$ cat src/rtl/multiciclo_secuenciador.sv
// Multi-cycle control FSM for the Procesador datapath: FETCH/DECODE/EXEC/MEM/WB sequencing.
// Define SECUENCIADOR_PERF_EN to build the active-cycle counter on io_cycles.
module multiciclo_secuenciador #(
    parameter int MEM_TIMEOUT = 15,
    parameter int RET_W       = 32
) (
    input  logic             clock,
    input  logic             reset,
    input  logic             io_run,
    input  logic [31:0]      io_instr,
    input  logic             io_imem_valid,
    input  logic             io_dmem_ready,
    input  logic             io_branch_taken,
    output logic [2:0]       io_state,
    output logic             io_ir_we,
    output logic             io_pc_we,
    output logic             io_pc_sel,
    output logic             io_rf_we,
    output logic             io_alu_src_imm,
    output logic [3:0]       io_alu_op,
    output logic             io_dmem_req,
    output logic             io_dmem_we,
    output logic [1:0]       io_wb_sel,
    output logic             io_halt,
    output logic             io_fault,
    output logic [RET_W-1:0] io_retired,
    output logic [31:0]      io_cycles
);
    typedef enum logic [2:0] {
        IDLE = 3'd0, FETCH = 3'd1, DECODE = 3'd2, EXEC = 3'd3,
        MEM = 3'd4, WB = 3'd5, HALT = 3'd6
    } state_t;

    localparam logic [6:0] OP_R      = 7'b0110011;
    localparam logic [6:0] OP_I      = 7'b0010011;
    localparam logic [6:0] OP_LOAD   = 7'b0000011;
    localparam logic [6:0] OP_STORE  = 7'b0100011;
    localparam logic [6:0] OP_BRANCH = 7'b1100011;
    localparam logic [6:0] OP_JAL    = 7'b1101111;
    localparam logic [6:0] OP_ECALL  = 7'b1110011;

    state_t           state, next_state;
    logic [31:0]      ir;
    logic [7:0]       wait_cnt;
    logic             fault;
    logic [RET_W-1:0] retired;
    logic             retire, set_fault;

    wire unused_ir = &{1'b0, ir[31], ir[29:15]};

    logic is_r, is_i, is_ld, is_st, is_br, is_jal, is_ecall, legal;
    assign is_r     = (ir[6:0] == OP_R);
    assign is_i     = (ir[6:0] == OP_I);
    assign is_ld    = (ir[6:0] == OP_LOAD);
    assign is_st    = (ir[6:0] == OP_STORE);
    assign is_br    = (ir[6:0] == OP_BRANCH);
    assign is_jal   = (ir[6:0] == OP_JAL);
    assign is_ecall = (ir[6:0] == OP_ECALL);
    assign legal    = is_r | is_i | is_ld | is_st | is_br | is_jal;

    always_ff @(posedge clock) begin
        if (reset) begin
            state    <= IDLE;
            ir       <= '0;
            wait_cnt <= '0;
            fault    <= 1'b0;
            retired  <= '0;
        end else begin
            state <= next_state;
            if (state == FETCH && io_imem_valid)
                ir <= io_instr;
            // Cleared whenever outside MEM, so every MEM visit starts at zero.
            wait_cnt <= (state == MEM && !io_dmem_ready) ? wait_cnt + 8'd1 : 8'd0;
            if (set_fault)
                fault <= 1'b1;
            if (retire)
                retired <= retired + RET_W'(1);
        end
    end

    always_comb begin
        next_state     = state;
        set_fault      = 1'b0;
        retire         = 1'b0;
        io_ir_we       = 1'b0;
        io_pc_we       = 1'b0;
        io_pc_sel      = 1'b0;
        io_rf_we       = 1'b0;
        io_dmem_req    = 1'b0;
        io_dmem_we     = 1'b0;
        io_wb_sel      = 2'd0;
        io_alu_op      = 4'd0;
        io_alu_src_imm = 1'b0;
        case (state)
            IDLE:   if (io_run) next_state = FETCH;
            FETCH: begin
                io_ir_we = io_imem_valid;
                if (io_imem_valid) next_state = DECODE;
            end
            DECODE: begin
                if (legal) next_state = EXEC;
                else begin
                    next_state = HALT;
                    set_fault  = !is_ecall;
                end
            end
            EXEC: begin
                if (is_ld || is_st) next_state = MEM;
                else if (is_br) begin
                    io_pc_we   = 1'b1;
                    io_pc_sel  = io_branch_taken;
                    retire     = 1'b1;
                    next_state = FETCH;
                end else next_state = WB;
            end
            MEM: begin
                io_dmem_req = 1'b1;
                io_dmem_we  = is_st;
                // Ready on the final allowed cycle still completes the access.
                if (io_dmem_ready) begin
                    if (is_st) begin
                        io_pc_we   = 1'b1;
                        retire     = 1'b1;
                        next_state = FETCH;
                    end else next_state = WB;
                end else if (wait_cnt == 8'(MEM_TIMEOUT - 1)) begin
                    next_state = HALT;
                    set_fault  = 1'b1;
                end
            end
            WB: begin
                io_rf_we   = (ir[11:7] != 5'd0);
                io_wb_sel  = is_ld ? 2'd1 : (is_jal ? 2'd2 : 2'd0);
                io_pc_we   = 1'b1;
                io_pc_sel  = is_jal;
                retire     = 1'b1;
                next_state = FETCH;
            end
            HALT:    next_state = HALT;
            default: next_state = IDLE;
        endcase

        if (state == DECODE || state == EXEC || state == MEM || state == WB) begin
            io_alu_src_imm = is_i | is_ld | is_st;
            if (is_r)       io_alu_op = {ir[30], ir[14:12]};
            else if (is_i)  io_alu_op = {(ir[14:12] == 3'b101) & ir[30], ir[14:12]};
            else if (is_br) io_alu_op = 4'b1000;
        end

        // A reset cycle must never commit anything, whatever state it lands in.
        if (reset) begin
            io_ir_we    = 1'b0;
            io_pc_we    = 1'b0;
            io_rf_we    = 1'b0;
            io_dmem_req = 1'b0;
            io_dmem_we  = 1'b0;
            retire      = 1'b0;
            set_fault   = 1'b0;
        end
    end

    assign io_state   = state;
    assign io_halt    = (state == HALT);
    assign io_fault   = fault;
    assign io_retired = retired;

`ifdef SECUENCIADOR_PERF_EN
    logic [31:0] cycles;
    always_ff @(posedge clock) begin
        if (reset)
            cycles <= '0;
        else if (state != IDLE && state != HALT)
            cycles <= cycles + 32'd1;
    end
    assign io_cycles = cycles;
`else
    assign io_cycles = 32'd0;
`endif
endmodule
$ cat config.mk
export PLATFORM = sky130hd
export DESIGN_NAME = multiciclo_secuenciador
export DESIGN_NICKNAME = d
export VERILOG_FILES = /design/src/rtl/multiciclo_secuenciador.sv
export SDC_FILE = /design/constraint.sdc
export NUM_CORES = 1
export LEC_CHECK = 0
export CAP_MARGIN = 20
export CORE_ASPECT_RATIO = 1.4
export CORE_MARGIN = 2
export CORE_UTILIZATION = 40
export DETAILED_ROUTE_END_ITERATION = 10
export PLACE_DENSITY = 0.78
export SYNTH_ARGS = -nofsm -noshare
export SYNTH_HDL_FRONTEND = slang
export SYNTH_SLANG_ARGS = --single-unit
$ cat constraint.sdc
create_clock -name clock -period 3 [get_ports clock]
set_clock_uncertainty 0.2 [all_clocks]
set_input_delay 0.45 -clock clock [delete_from_list [all_inputs] [get_ports clock]]
set_output_delay 0.45 -clock clock [all_outputs]
set_load 0.01 [all_outputs]
# Yosys cells after proc, flatten, opt, wreduce, memory -nomap -nowiden
# Index checks and enable logic that the tools add are counted.
# totals
regBits,75
out_inout_bits,82
inputBits,38
elab_cells,85
# op_classes
reduce_logical,12
muxes,39
n_addsub,2
bitwise_logic,9
eq_ne,18
# ops
op,count
"adder 32 x 1 -> 32 bit, second input constant",1
two-way mux 3 bit,8
"equality test 7 bit, second input constant",3
case mux 3 bit (7 select lines),1
two-way mux 1 bit,20
two-way mux 4 bit,4
"equality test 7 x 6 -> 1 bit, second input constant",2
"equality test 3 bit, second input constant",4
"adder 8 x 1 -> 8 bit, second input constant",1
"equality test 8 x 4 -> 1 bit, second input constant",1
"equality test 7 x 2 -> 1 bit, second input constant",1
"equality test 7 x 5 -> 1 bit, second input constant",1
OR 1 bit,7
"equality test 3 x 2 -> 1 bit, second input constant",2
two-way mux 2 bit,3
nonzero test 5 bit,1
logical OR 1 bit,4
"inequality test 2 bit, second input constant",2
case mux 1 bit (2 select lines),2
"equality test 3 x 1 -> 1 bit, second input constant",1
zero test 3 bit,1
"inequality test 3 x 2 -> 1 bit, second input constant",1
case mux 1 bit (3 select lines),1
AND reduction 3 bit,1
5 further kinds,7

# Logic depth before layout (Yosys ltp)
# depth
word_depth,9
mapped_depth,10
ltp_nobuf,7

# Least setup slack after synthesis
# No wires, ideal clock.
# synth_timing
kind,reg-to-reg
startpoint,register state[1] (netlist: io_state[1])
endpoint,register retired[21] (netlist: io_retired[21])
setup_ns,0.121
setup_slack_ns,0.804
required_ns,2.679
path_stages_with_launch,10
arrival_ns,1.875
n_path_buf,2
synth_period_minus_slack_ns,2.196
cell_sequence,dfxtp_1 > buf_2 > inv_1 > ha_1 > nand3b_1 > nor3_1 > a22oi_2 > buf_6 > nor3_1 > mux2_2
# synth_via
elab_chain_len,3
word_cells_on_any_way,5
cone_classes,eq/ne: 3; mux: 2
# synth_rtl
item,line_no,source
from (decl),42,"state_t state, next_state;"
from (signal assigned),69,state <= next_state;
equality test 3 bit / equality test 3 x 2 -> 1 bit (equally long branches),94,case (state)
case mux 1 bit (3 select lines) (*),94,
two-way mux 1 bit (*),151,if (reset) begin
to (signal assigned),77,retired <= retired + RET_W'(1);
to (decl),46,logic [RET_W-1:0] retired;
# Mark *: on every way between the ends. The rest lies on a longest branch, timed or not.
# A chain may end at the register's enable or synchronous reset.

# Worst setup path after layout
# layout_timing
startpoint,input io_dmem_ready
endpoint,output io_pc_we
# layout_via
elab_chain_len,3
# layout_rtl
item,line_no,source
from (decl),12,"input logic io_dmem_ready,"
two-way mux 1 bit,120,if (io_dmem_ready) begin
case mux 1 bit (3 select lines),94,
two-way mux 1 bit,151,
to (decl),16,"output logic io_pc_we,"
# Every way passes these cells.

==> out/qor.csv <==
stage,metric,value,unit
critical_path,worstPathRequired,2.35,ns
floorplan,ios,120,
clocking,cts_sinks,60,
timing,finalMaxSlewViolations,0,
global_routing,grt_pass1_wl,12.0,mm
global_routing,grt_usage,16.8,%
cells_and_area,multi_input_area,1780,µm²
global_routing,grt_max_degree,36,
detailed_routing,dr.pass1.iters,4,
power,pwr-share-seq,45.0,%
outcome,status,"finished, final reports clean",
synthesis,synth_xor_area_share,2.17,%
clocking,clockBufferDepth,2,
global_routing,antenna_found_initial,0,
clocking,htreeDepth,3,
synthesis,syn_area,3230,µm²
power,p_switching,0.564,mW
synthesis,synth_top_cell_area_share,37.1,%
cells_and_area,layout_common_cells,"clkdlybuf4s50_1, dfxtp_1, nand2_1, a21oi_1",
synthesis,synth_compound_area_share,17.7,%
synthesis,synth-seq-area-share,37.1,%
power,swShare,28.1,%
timing,finalSetupTns,0,ns
floorplan,std_cell_rows,38,
placement,place_hpwl,5.47,mm
critical_path,cp_max_fo,2,
cells_and_area,nets,520,
cells_and_area,seq_area,1200,µm²
critical_path,critical_path.max_stage_delay,0.54,ns
cells_and_area,final_common_cell,clkdlybuf4s50_1,
power,power.leakage,1.40,nW
critical_path,cp_slowest_cell,clkdlybuf4s50_1,
clocking,path_clk_slew,0.06,ns
clocking,cts_inserted_buffers,9,
critical_path,critPathKind,in -> out,
power,combinationalPowerShare,20.0,%
critical_path,cp_cell_sequence,"clkdlybuf4s50_1, nor4bb_4, a21o_2, a31oi_1, nor2_1, clkdlybuf4s50_1",
synthesis,synth_seq_cells,60,
synthesis,synthTopCellsByArea,"dfxtp_1, buf_4, a21oi_1",
cells_and_area,antenna_cells,0,
timing,tightest_slew,0.575,ns
placement,io_buffers,71,
synthesis,ys_types,50,
cells_and_area,utilization,52.8,%
synthesis,synth_fa_ha_area_share,1.55,%
synthesis,synth_flop_cell,dfxtp_1,
synthesis,synth_top_family_by_area,simple AND/OR/NAND/NOR gates,
floorplan,dieArea,8830,µm²
detailed_routing,dr_total_vias,3035,
floorplan,core,7800,µm²
cells_and_area,layout-area-overhead-vs-synth,27.4,%
synthesis,synthArstFlopShare,0,%
global_routing,gr-total-overflow,0,
clocking,clk_latency,0.32,ns
synthesis,synth_top_area_cell,dfxtp_1,
min_path,hold_class,reg -> reg,
placement,globalplace.congestion,0.796,
power,p_clk_share,35.1,%
cells_and_area,drive_above_1_share,7.90,%
critical_path,cpMostUsedCell,clkdlybuf4s50_1,
critical_path,reg2regPathDepth,8,
critical_path,cp-start-kind,input port,
critical_path,critPathBufInv,2,
synthesis,syn_inst,407,
critical_path,arrival,2.23,ns
power,powerDensity,488,nW/µm²
clocking,cts-root-buf,clkbuf_8,
timing,rsz0062_at_grt,false,
critical_path,worst-path-stages,6,
detailed_routing,drc_errors,0,
synthesis,synth_mux_area_share,0.348,%
detailed_routing,antenna_left,0,
clocking,cts_tree,done,
cells_and_area,nFillCells,759,
detailed_routing,wl_per_cell,12.7,µm
timing,timing.slew.headroom,61.7,%
clocking,ctsHoldBuffers,0,
critical_path,cp_top_family,buffers and inverters,
synthesis,synth_edf_count,0,
detailed_routing,vias_per_cell,5.22,
detailed_routing,first_iter_violations,146,
timing,setup_viol,0,
power,ir_worst_vdd,0.327,mV
run,max_cap_violations,0,
global_routing,first_global_vias,2753,
floorplan,initial_utilization,41.5,%
timing,clock.fmax,348,MHz
power,cell_internal_pwr,1.44,mW
synthesis,avgSynthCellArea,7.95,µm²
floorplan,die_w,80.0,µm
timing,period_minus_slack,2.88,ns
timing,timing.final.crit_share,95.9,%
floorplan,die_y,110,µm
detailed_routing,wl,7.36,mm
critical_path,worstSetupEndpointType,output port,
min_path,min_path_cells,2,
synthesis,synthSimpleGateAreaFrac,29.3,%
synthesis,yosysWarnings,0,
timing,hold_viol_final,0,
==> sequential cells by signal, summed over array words and instances (netlist names) <==
register	cells
io_retired	32
wait_cnt	8
io_state	3
ir	16
io_fault	1
==> cell families after synthesis <==
kind of cell | after synthesis
DFF | 60
xor gates and xnor gates | 8
muxes | 1
buffers and inverters | 61
other | 1
and+or+nand+nor | 177
AOI/OAI and AO/OA | 95
adders and majority gates | 4
==> tightest hold or removal path, stage by stage, from the launching register on <==
cell,delay (ns)
dfxtp_1,0.31
nand2_1,0.05
a21oi_1,0.05
==> what timing repair did <==
action / in CTS / in global routing
endpoints found under the setup margin: 0 / 1
setup buffers: 0 / 0
gates resized for setup: 0 / 1
==> power by group through the flow <==
stage / combinational, mW / sequential [mW] / clock, mW
floorplan: 0.297 / 0.902 / 0
global placement: 0.393 / 0.916 / 0
detailed placement: 0.398 / 0.919 / 0
CTS: 0.401 / 0.902 / 0.725
global route: 0.449 / 0.910 / 0.758
finish: 0.401 / 0.903 / 0.704
==> stage by stage <==
| stage | cell area (µm²) | worst slack, ns | power [mW] | hold slack, ns | cells |
|---|---|---|---|---|---|
| 2_1_floorplan | 3350 | 0.804 | 1.20 | 0.231 | 438 |
| 3_3_place_gp | 3930 | 0.131 | 1.31 | 0.241 | 567 |
| 3_5_place_dp | 3930 | 0.120 | 1.32 | 0.251 | 567 |
| 4_1_cts | 4120 | 0.115 | 2.03 | 0.259 | 581 |
| 5_1_grt | 4120 | 0.00254 | 2.12 | 0.283 | 581 |
| 6_report | 4120 | 0.123 | 2.01 | 0.259 | 581 |
==> worst paths after layout <==
| path | from | to | slack, ns |
|---|---|---|---|
| worst max-delay path | io_dmem_ready | io_pc_we | 0.12 |
| worst min-delay path | ir[7]$_SDFFE_PP0P_ | ir[7]$_SDFFE_PP0P_ | 0.26 |
| worst max register to register | io_state[1]$_SDFFE_PP0P_ | io_retired[19]$_SDFFE_PP0P_ | 0.64 |
| worst min register to register | ir[7]$_SDFFE_PP0P_ | ir[7]$_SDFFE_PP0P_ | 0.26 |
==> per-layer routing <==
| metal | global-route usage (%) | part of all wire, % | up-vias |
|---|---|---|---|
| met4 | 4.96 | 0.49 | 0 |
| met5 | 0 | 0 | - |
| met2 | 32.1 | 53 | 97 |
| met1 | 18.1 | 41 | 1415 |
| met3 | 3.99 | 5.5 | 4 |
| li1 | - | - | 1519 |
==> Yosys cell counts (7+ instances only) <==
master / count
o31ai_1: 15
nand2_1: 55
a21oi_1: 49
nor2_1: 32
nor3_1: 7
inv_1: 9
clkbuf_1: 10
buf_2: 7
nand3_1: 14
dfxtp_1: 60
nand4_1: 8
or4_1: 14
buf_4: 33
or3_1: 15
o21ai_0: 16
==> cell type report <==
cell class                      instances  share of cell area (%)
Timing Repair Buffer                   81                    19.3
Tap cell                              100                    3.04
Multi-Input combinational cell        317                    43.1
Sequential cell                        60                    29.2
Clock inverter                          2                   0.851
Clock buffer                           12                    3.77
Inverter                                9                   0.820
(Power assumes the default switching activity.)
